### src/rtl/post_addsub_simd.sv
// SIMD post-adder/subtractor with optional input register, valid pipeline and P feedback.
// Build option: define POST_ADD_SAT_EN to clamp overflowing lanes to signed max/min.
module post_addsub_simd #(
    parameter int WIDTH  = 48,
    parameter int LANES  = 1,
    parameter int REG_IN = 1
) (
    input  logic             clk,
    input  logic             rst_n,
    input  logic             ce,
    input  logic             in_valid,
    input  logic [WIDTH-1:0] x_a,
    input  logic [WIDTH-1:0] x_b,
    input  logic [WIDTH-1:0] x_c,
    input  logic [1:0]       x_sel,
    input  logic [WIDTH-1:0] z_a,
    input  logic [WIDTH-1:0] z_b,
    input  logic [1:0]       z_sel,
    input  logic             sub,
    input  logic             cin,
    output logic [WIDTH-1:0] p,
    output logic [LANES-1:0] cout,
    output logic [LANES-1:0] ovf,
    output logic             out_valid
);
    localparam int LW = WIDTH / LANES;

    // An operand is accepted on a rising edge where in_valid = 1 and ce = 1; there is
    // no backpressure. out_valid marks the edge that loaded p/cout/ovf and holds while ce = 0.

    logic [WIDTH-1:0] x_mux, z_mux;
    always_comb begin
        x_mux = '0;
        z_mux = '0;
        case (x_sel)
            2'b01:   x_mux = x_a;
            2'b10:   x_mux = x_b;
            2'b11:   x_mux = x_c;
            default: x_mux = '0;
        endcase
        // z_sel = 11 selects p, which is read only at stage 2.
        case (z_sel)
            2'b01:   z_mux = z_a;
            2'b10:   z_mux = z_b;
            default: z_mux = '0;
        endcase
    end

    logic [WIDTH-1:0] x2, z2;
    logic [1:0]       zsel2;
    logic             sub2, cin2, v2;

    generate
        if (REG_IN != 0) begin : g_reg_in
            logic [WIDTH-1:0] x1_q, x1_d, z1_q, z1_d;
            logic [1:0]       zsel1_q, zsel1_d;
            logic             sub1_q, sub1_d, cin1_q, cin1_d, v1_q, v1_d;

            always_comb begin
                x1_d    = x1_q;
                z1_d    = z1_q;
                zsel1_d = zsel1_q;
                sub1_d  = sub1_q;
                cin1_d  = cin1_q;
                v1_d    = v1_q;
                if (ce) begin
                    x1_d    = x_mux;
                    z1_d    = z_mux;
                    zsel1_d = z_sel;
                    sub1_d  = sub;
                    cin1_d  = cin;
                    v1_d    = in_valid;
                end
            end

            always_ff @(posedge clk or negedge rst_n) begin
                if (!rst_n) begin
                    x1_q    <= '0;
                    z1_q    <= '0;
                    zsel1_q <= '0;
                    sub1_q  <= 1'b0;
                    cin1_q  <= 1'b0;
                    v1_q    <= 1'b0;
                end else begin
                    x1_q    <= x1_d;
                    z1_q    <= z1_d;
                    zsel1_q <= zsel1_d;
                    sub1_q  <= sub1_d;
                    cin1_q  <= cin1_d;
                    v1_q    <= v1_d;
                end
            end

            assign x2    = x1_q;
            assign z2    = z1_q;
            assign zsel2 = zsel1_q;
            assign sub2  = sub1_q;
            assign cin2  = cin1_q;
            assign v2    = v1_q;
        end else begin : g_no_reg
            assign x2    = x_mux;
            assign z2    = z_mux;
            assign zsel2 = z_sel;
            assign sub2  = sub;
            assign cin2  = cin;
            assign v2    = in_valid;
        end
    endgenerate

    logic [WIDTH-1:0] p_q, p_d, z_op, p_res;
    logic [LANES-1:0] cout_q, cout_d, ovf_q, ovf_d, cout_res, ovf_res;
    logic [LW-1:0]    xl, zl, lane_p;
    logic [LW:0]      r, c_ext;
    logic             lane_ovf;

    always_comb begin
        z_op     = (zsel2 == 2'b11) ? p_q : z2;
        p_res    = '0;
        cout_res = '0;
        ovf_res  = '0;
        xl       = '0;
        zl       = '0;
        r        = '0;
        c_ext    = '0;
        lane_p   = '0;
        lane_ovf = 1'b0;
        for (int i = 0; i < LANES; i++) begin
            xl    = x2[i*LW +: LW];
            zl    = z_op[i*LW +: LW];
            c_ext = {{LW{1'b0}}, (i == 0) && cin2};
            // Bit LW of the widened result is the carry for add and the borrow for sub.
            if (sub2) begin
                r        = {1'b0, zl} - {1'b0, xl} - c_ext;
                lane_ovf = (zl[LW-1] != xl[LW-1]) && (r[LW-1] != zl[LW-1]);
            end else begin
                r        = {1'b0, zl} + {1'b0, xl} + c_ext;
                lane_ovf = (zl[LW-1] == xl[LW-1]) && (r[LW-1] != zl[LW-1]);
            end
            lane_p = r[LW-1:0];
`ifdef POST_ADD_SAT_EN
            // On overflow the true result carries the sign of Z.
            if (lane_ovf) begin
                lane_p = zl[LW-1] ? {1'b1, {(LW-1){1'b0}}} : {1'b0, {(LW-1){1'b1}}};
            end
`endif
            p_res[i*LW +: LW] = lane_p;
            cout_res[i]       = r[LW];
            ovf_res[i]        = lane_ovf;
        end
    end

    logic out_valid_q, out_valid_d;
    always_comb begin
        p_d         = p_q;
        cout_d      = cout_q;
        ovf_d       = ovf_q;
        out_valid_d = out_valid_q;
        if (ce) begin
            out_valid_d = v2;
            if (v2) begin
                p_d    = p_res;
                cout_d = cout_res;
                ovf_d  = ovf_res;
            end
        end
    end

    always_ff @(posedge clk or negedge rst_n) begin
        if (!rst_n) begin
            p_q         <= '0;
            cout_q      <= '0;
            ovf_q       <= '0;
            out_valid_q <= 1'b0;
        end else begin
            p_q         <= p_d;
            cout_q      <= cout_d;
            ovf_q       <= ovf_d;
            out_valid_q <= out_valid_d;
        end
    end

    assign p         = p_q;
    assign cout      = cout_q;
    assign ovf       = ovf_q;
    assign out_valid = out_valid_q;
endmodule

### config.mk
export PLATFORM = sky130hd
export DESIGN_NAME = post_addsub_simd
export DESIGN_NICKNAME = d
export VERILOG_FILES = /design/src/rtl/post_addsub_simd.sv
export SDC_FILE = /design/constraint.sdc
export NUM_CORES = 1
export LEC_CHECK = 0
export ABC_AREA = 0
export CORE_MARGIN = 4
export CORE_UTILIZATION = 55
export CTS_BUF_LIST = sky130_fd_sc_hd__clkbuf_8 sky130_fd_sc_hd__clkbuf_16
export DETAILED_ROUTE_END_ITERATION = 10
export PLACE_DENSITY_LB_ADDON = 0.15
export SLEW_MARGIN = 20
export SYNTH_ARGS = -nofsm -noshare
export SYNTH_HDL_FRONTEND = slang
export SYNTH_SLANG_ARGS = --single-unit
### constraint.sdc
create_clock -name clk -period 9.9 [get_ports clk]
set_input_delay 0.99 -clock clk [delete_from_list [all_inputs] [get_ports clk]]
set_output_delay 0.99 -clock clk [all_outputs]
set_load 0.005 [all_outputs]
==> summary.md, run 1 <==
| Metric | Value |
|---|---|
| Leakage | `7.74 nW` |
| Hold_buf cts | `0` |
| Drt first pass iters | `6` |
| Min-delay src | `p[30]$_DFFE_PN0P_` |
| Maximum number of pins on one net before global-route repair | `94` |
| Drt via density | `5.96` |
| Total Routed Length | `45100 um` |
| Slew Limit Fails | `0` |
| XOR/XNOR share of the synthesized area | `5.43%` |
| Clk buf depth | `2` |
| R2R Setup Slk | `5.03 ns` |
| Setup Slack @ Placement | `5.13 ns` |
| Final setup violation count | `0` |
| Number of synthesized flops with an enable pin | `0` |
| Cell Area, Synth | `14000 um^2` |
| Final min period | `4.87 ns` |
| PwrDens | `225 nW/um^2` |
| Worst path required time | `10.24 ns` |
| Syn nets | `2072` |
| Max incr delay on CP | `0.59 ns` |
| RePlAce Congestion | `0.918` |
| Arr. time, crit path | `5.22 ns` |
| Worst path slowest cell | `buf_4` |
| CP max FO | `49` |
| Post-route ant nets | `0` |
| Die width | `168 um` |
| Syn avg cell area | `8.36 um^2` |
| Multiplexer share of the synthesized area | `8.38%` |
| Post-synthesis sequential area ratio | `27.1%` |
| Hold depth | `2` |
| Slew margin rel. | `39.8%` |
| Die H | `168 um` |
| I/O Pins | `301` |
| Largest family of logic cells by synthesized area | `compound AO/OA/AOI/OAI gates` |
| VDD IR max | `0.127 mV` |
| Std cell rows | `58` |
| Worst-path clk slew | `0.08 ns` |
| CTS tree | `done` |
| Fin. Hold Viols | `0` |
| Vias | `13400` |
| Synth Register Bits | `152` |
| Setup crit start kind | `flop` |
| Buffers on Ports | `300` |
| Syn Inst Count | `1676` |
| Final #Nets | `2301` |
| Unrepaired setup endpoints after global routing | `no` |
| Diodes inserted | `0` |
| Layout overhead on the synthesized area | `26.2%` |
| Status | `finished, final reports clean` |
| Ys async rst share | `100%` |
| Fin crit share | `49.2%` |
| Post-Synth Adder-Cell Area | `13.3%` |
| Post-Synth Simple-Gate Area | `11.3%` |
| Clk root buf | `clkbuf_16` |
| Worst-skew pair later-pin latency | `0.45 ns` |
| Setup CP Type | `reg2reg` |
| Vias in the first global route | `13500` |
| Ys flop type | `dfrtp_1` |
| DPL Wire Length | `33800 um` |
| Complex-gate fraction of the synthesized area | `26.9%` |
| Fillers | `2033` |
| First-pass GRT wire length | `71300 um` |
| Setup Fix Bufs, Post-CTS | `0` |
| Critical Path Most Common Cell | `ha_1` |
| Post_cts resized | `0` |
| Share of cells above drive strength 1 | `9.70%` |
| Ys Warns | `0` |
| Die area | `28100 um^2` |
| H-tree depth | `4` |
| Worst Hold End | `p[30]$_DFFE_PN0P_` |
| Initial antenna violation count | `0` |
| CTS buffer count | `17` |
| Drt drc | `0` |
| Fmax | `205 MHz` |
| Final worst setup slack | `5.03 ns` |
| Number of max-cap violations | `0` |
| CORE AREA | `25100 um^2` |
| Global-route usage over all layers | `31.1%` |
| Starting Density | `55.8%` |
| Routed wire per std cell | `20.1 um` |
| Grt ovf | `0` |
| DR iter-0 viols | `1110` |
| Reg2reg end | `ovf$_DFFE_PN0P_` |
| Crit-path cells | `nand2_2 > buf_4 > mux2_2 > ha_1 > ha_1 > a21oi_1 > o221ai_1 > a21boi_1 > o41ai_4 > a31o_2 > a41o_1 > a311oi_2 > o21ai_1 > xor2_1 > xnor2_1 > o31ai_1` |
| Worst r2r path cells | `16` |
| Hold crit path type | `reg2reg` |
| Endpoint class of the critical path | `flop` |
| Slew @ Worst Pin | `0.902 ns` |
| Setup TNS | `0 ns` |
| Clock Sink Count | `152` |
| Final Skew | `0.0144 ns` |
| Distinct cells, synth | `85` |
| Critical R2R Launch | `g_reg_in.zsel1_q[0]$_DFFE_PN0P_` |
critical path: cells and delay by family (launching register included):
kind	cells	cell delay, ns
AOI/OAI and AO/OA	9	2.14
adders and majority gates	2	0.79
buffers and inverters	1	0.59
muxes	1	0.43
DFF	1	0.39
xor gates and xnor gates	2	0.32
and+or+nand+nor	1	0.06
kinds of logic after synthesis:
family	Yosys count
XOR/XNOR	86
adder cells (fa/ha/maj)	146
AND/OR/NAND/NOR	346
AO/OA/AOI/OAI	576
flip-flops	152
multiplexers	105
buffers and inverters	265
cell usage after synthesis (4+ instances only):
library cell | instances | area share, %
o21bai_1 | 16 | 0.86
ha_1 | 142 | 13
nor2b_1 | 12 | 0.54
mux2i_1 | 6 | 0.43
clkbuf_1 | 68 | 1.8
o31ai_1 | 6 | 0.32
and3_1 | 9 | 0.40
nand2b_1 | 9 | 0.40
a21oi_1 | 156 | 5.6
a31oi_1 | 13 | 0.58
nand3_1 | 20 | 0.71
inv_1 | 164 | 4.4
a21o_1 | 45 | 2.4
o21a_1 | 10 | 0.54
mux2_2 | 99 | 8.0
nand2_1 | 107 | 2.9
buf_2 | 4 | 0.14
nor2_1 | 125 | 3.3
a41oi_1 | 5 | 0.31
a22oi_1 | 101 | 5.4
nor4_1 | 6 | 0.27
buf_1 | 21 | 0.56
nand4_1 | 21 | 0.94
xnor2_1 | 52 | 3.3
a211oi_1 | 17 | 0.91
dfrtp_1 | 152 | 27
and2_1 | 5 | 0.22
or3_1 | 5 | 0.22
fa_1 | 4 | 0.57
o21ai_0 | 67 | 2.4
nor3_1 | 9 | 0.32
o21ai_1 | 31 | 1.1
o211ai_1 | 9 | 0.48
o21ai_2 | 5 | 0.31
xor2_1 | 33 | 2.1
o22ai_1 | 52 | 2.3
sequential cells by signal, indices dropped and copies added, names as in the netlist:
| register | count |
|---|---|
| g_reg_in.v1_q | 1 |
| p | 48 |
| cin2 | 1 |
| out_valid | 1 |
| cout | 1 |
| g_reg_in.z1_q | 48 |
| g_reg_in.zsel1_q | 2 |
| ovf | 1 |
| g_reg_in.sub1_q | 1 |
| g_reg_in.x1_q | 48 |
layout make-up:
type                    count  area (um^2)  area share, %
clock inverters            15          154          0.870
clock buffers              17          425           2.41
well taps                 330          413           2.33
flip-flops and latches    152         3800           21.5
repair buffers            311         3070           17.4
multi-input cells        1259         9200           52.0
inverters                 164          616           3.48
worst max path at each step:
stage                                               start           endpoint  slack [ns]  depth (start not counted)
final                     g_reg_in.zsel1_q[0]$_DFFE_PN0P_    ovf$_DFFE_PN0P_        5.03                         16
after global routing      g_reg_in.zsel1_q[0]$_DFFE_PN0P_    ovf$_DFFE_PN0P_        4.79                         16
after CTS                 g_reg_in.zsel1_q[1]$_DFFE_PN0P_    ovf$_DFFE_PN0P_        5.07                         16
after detailed placement  g_reg_in.zsel1_q[1]$_DFFE_PN0P_    ovf$_DFFE_PN0P_        5.13                         16
after global placement    g_reg_in.zsel1_q[0]$_DFFE_PN0P_  p[28]$_DFFE_PN0P_        5.24                         16
after floorplan           g_reg_in.zsel1_q[0]$_DFFE_PN0P_  p[28]$_DFFE_PN0P_        5.47                         17
per-layer routing:
layer  vias up  routed length [um]  GRT usage [%]  share of wire (%)
met2       423               21700           52.2                 48
met1      6435               19800           41.5                 44
li1       6474                   -              -                  -
met3        75                2180           4.13                4.8
met4         0                1400           10.6                3.1
met5         -                   0              0                  0
cells in the final DEF, fill, tap and decap left out, types with 17 or more instances in the layout:
cell,netlist,final
a22oi_1,101,101
nor2_1,125,125
a21o_1,45,45
nand2_1,107,105
clkdlybuf4s50_1,0,296
o22ai_1,52,52
xnor2_1,52,52
a211oi_1,17,17
a21oi_1,156,156
inv_1,164,164
dfrtp_1,152,151
o21ai_1,31,31
nand4_1,21,21
mux2_2,99,99
xor2_1,33,33
nand3_1,20,20
ha_1,142,140
o21ai_0,67,67
clkbuf_16,0,17
metrics by stage:
stage	util (%)	instances	power [mW]	instance area (um^2)	hold WS [ns]
4_1_cts	70.4	2248	3.95	17700	0.506
6_report	70.4	2248	3.98	17700	0.504
2_1_floorplan	-	1676	2.49	14000	0.480
5_1_grt	70.4	2248	4.26	17700	0.535
3_3_place_gp	68.0	2216	3.23	17100	0.479
3_5_place_dp	68.0	2216	3.26	17100	0.492
report_power, final:
part	total, mW	switching (mW)	leakage, nW	internal (mW)
sequential	0.886	0.129	1.88	0.757
clock	0.678	0.320	0.287	0.357
combinational	2.42	1.33	5.57	1.09
(Power assumes the default switching activity.)
==> run 2, diff against run 1 <==
- CORE_UTILIZATION: 55 -> 48
- clock period: 9.9 -> 4.34 ns (I/O delays scaled with it)
==> run 2 against run 1 <==
  * Power increased by 140%
  * Via count increased by 0.11%
  * Clock power increased by 130%
  * Largest cell class unchanged
  * Global-route usage decreased by 3.3 points
  * Clock skew decreased by 0.0017 ns
==> summary.md, run 2 (synthesized netlist as in run 1, its figures left out) <==
| Metric | Value |
|---|---|
| Status | `finished, final reports clean` |
| Clock Sink Count | `152` |
| Clk buf depth | `2` |
| Final min period | `4.20 ns` |
| Hold crit path type | `in2async` |
| Setup crit start kind | `flop` |
| Vias | `13400` |
| Most Crowded Layer GR | `met2` |
| Final #Nets | `2348` |
| Final setup violation count | `0` |
| Number of max-cap violations | `0` |
| Buffers on Ports | `300` |
| Final Skew | `0.0127 ns` |
| Diodes inserted | `0` |
| Top delay family on crit path | `compound AO/OA/AOI/OAI gates` |
| CP max FO | `22` |
| Routed wire per std cell | `19.1 um` |
| Met1 usage | `37.4%` |
| CTS tree | `done` |
| Most frequent cells in the layout | `296 x clkdlybuf4s50_1, 164 x inv_1, 151 x dfrtp_1` |
| Worst r2r path cells | `17` |
| Layout overhead on the synthesized area | `29.9%` |
| Fin crit share | `96.8%` |
| Leakage | `7.96 nW` |
| Crit-path cells | `nand2_4 > buf_12 > mux2_2 > ha_1 > ha_1 > a21oi_1 > o221ai_1 > a21boi_2 > o41ai_4 > a31o_2 > a41o_1 > a311oi_2 > buf_4 > xnor2_1 > a21oi_1 > o21ai_1 > o21a_1` |
| CORE AREA | `28800 um^2` |
| Arr. time, crit path | `4.53 ns` |
| Fin. Hold Viols | `0` |
| DR iter-0 viols | `857` |
| PnR Total Power | `9.37 mW` |
| Worst-path clk slew | `0.07 ns` |
| Drt via density | `5.71` |
| Met2 usage | `45.2%` |
| Worst path required time | `4.67 ns` |
| Vias in the first global route | `13400` |
| Slew Limit Fails | `0` |
| Die width | `179 um` |
| Drt drc | `0` |
| Total Routed Length | `44800 um` |
| Endpoint class of the critical path | `flop` |
| H-tree depth | `4` |
| PwrDens | `515 nW/um^2` |
| Maximum number of pins on one net before global-route repair | `93` |
| Fmax | `238 MHz` |
| Critical path buffers and inverters | `2` |
| Worst path depth | `17` |
| Die H | `179 um` |
| First-pass GRT wire length | `70700 um` |
| Fillers | `2541` |
| VDD IR max | `0.374 mV` |
| Post-route ant nets | `0` |
| Commonest non-fill, non-tap cell in the layout | `clkdlybuf4s50_1` |
| Slew margin rel. | `24.0%` |
| M3 GR Usage | `5.74%` |
| Worst-skew pair later-pin latency | `0.44 ns` |
| Std cell rows | `62` |
| Slew @ Worst Pin | `1.14 ns` |
| Setup CP Type | `reg2reg` |
| Unrepaired setup endpoints after global routing | `yes` |
| CTS buffer count | `17` |
| DPL Wire Length | `34700 um` |
| Drt first pass iters | `5` |
| Initial antenna violation count | `0` |
| RePlAce Congestion | `0.955` |
| Die area | `32000 um^2` |
| Worst path slowest cell | `dfrtp_1` |
| WHS | `0.0924 ns` |
| Starting Density | `48.7%` |
| I/O Pins | `301` |
| Hold_buf cts | `0` |
| Grt ovf | `0` |
| Clk root buf | `clkbuf_16` |
| Global-route usage over all layers | `27.8%` |
| Max incr delay on CP | `0.41 ns` |
| Share of cells above drive strength 1 | `12.7%` |
==> run 2: worst paths after layout <==
| check | startpoint | to | slack, ns |
|---|---|---|---|
| setup / recovery | g_reg_in.zsel1_q[0]$_DFFE_PN0P_ | p[43]$_DFFE_PN0P_ | 0.14 |
| hold reg to reg | p[14]$_DFFE_PN0P_ | p[14]$_DFFE_PN0P_ | 0.50 |
| min in group clk | ce | g_reg_in.x1_q[21]$_DFFE_PN0P_ | 0.37 |
| setup reg to reg | g_reg_in.zsel1_q[0]$_DFFE_PN0P_ | p[43]$_DFFE_PN0P_ | 0.14 |
| hold / removal | rst_n | g_reg_in.x1_q[3]$_DFFE_PN0P_ | 0.09 |
| max in group asynchronous | rst_n | p[33]$_DFFE_PN0P_ | 3.23 |
==> run 2: per-stage QoR <==
step | TNS (ns) | instances | cell area (um^2) | utilization [%] | worst slack [ns]
floorplan | 0 | 1676 | 14000 | - | 0.0227
finish | 0 | 2349 | 18200 | 63.3 | 0.139
detailed placement | 0 | 2315 | 17500 | 60.8 | 0.108
CTS | 0 | 2347 | 18100 | 62.9 | 0.0122
global placement | 0 | 2315 | 17500 | 60.8 | 0.179
global route | -0.0337 | 2349 | 18200 | 63.3 | -0.0337
==> run 2: layout make-up <==
class	instances	area, um^2	area share [%]
clock buffer	19	453	2.49
clock inverter	13	144	0.790
inverter	164	616	3.38
multi-input combinational	1259	9270	50.9
sequential	152	3800	20.9
tap	384	480	2.64
timing repair buffer	358	3440	18.9
==> run 2: what timing repair did <==
action | CTS | global route
gates resized for setup | 0 | 20
endpoints found under the setup margin | 0 | 20
setup buffers | 0 | 2
==> run 2: worst reg2reg max path, cell delays in order, from the launching register on <==
cell and delay, ns:
dfrtp_1 0.41, nand2_4 0.14, buf_12 0.20, mux2_2 0.38, ha_1 0.31, ha_1 0.36, a21oi_1 0.22, o221ai_1 0.18
a21boi_2 0.23, o41ai_4 0.11, a31o_2 0.28, a41o_1 0.30, a311oi_2 0.33, buf_4 0.17, xnor2_1 0.06, a21oi_1 0.17
o21ai_1 0.10, o21a_1 0.13
==> run 2: where the power goes <==
| part | internal, mW | switching (mW) | total, mW |
|---|---|---|---|
| sequential | 1.73 | 0.305 | 2.03 |
| combinational | 2.70 | 3.08 | 5.78 |
| clock | 0.883 | 0.675 | 1.56 |
==> run 2: layer usage <==
| layer | vias up | part of all wire, % |
|---|---|---|
| li1 | 6554 | - |
| met1 | 6428 | 44 |
| met2 | 372 | 48 |
| met3 | 68 | 5.8 |
| met4 | 0 | 2.4 |
| met5 | - | 0 |
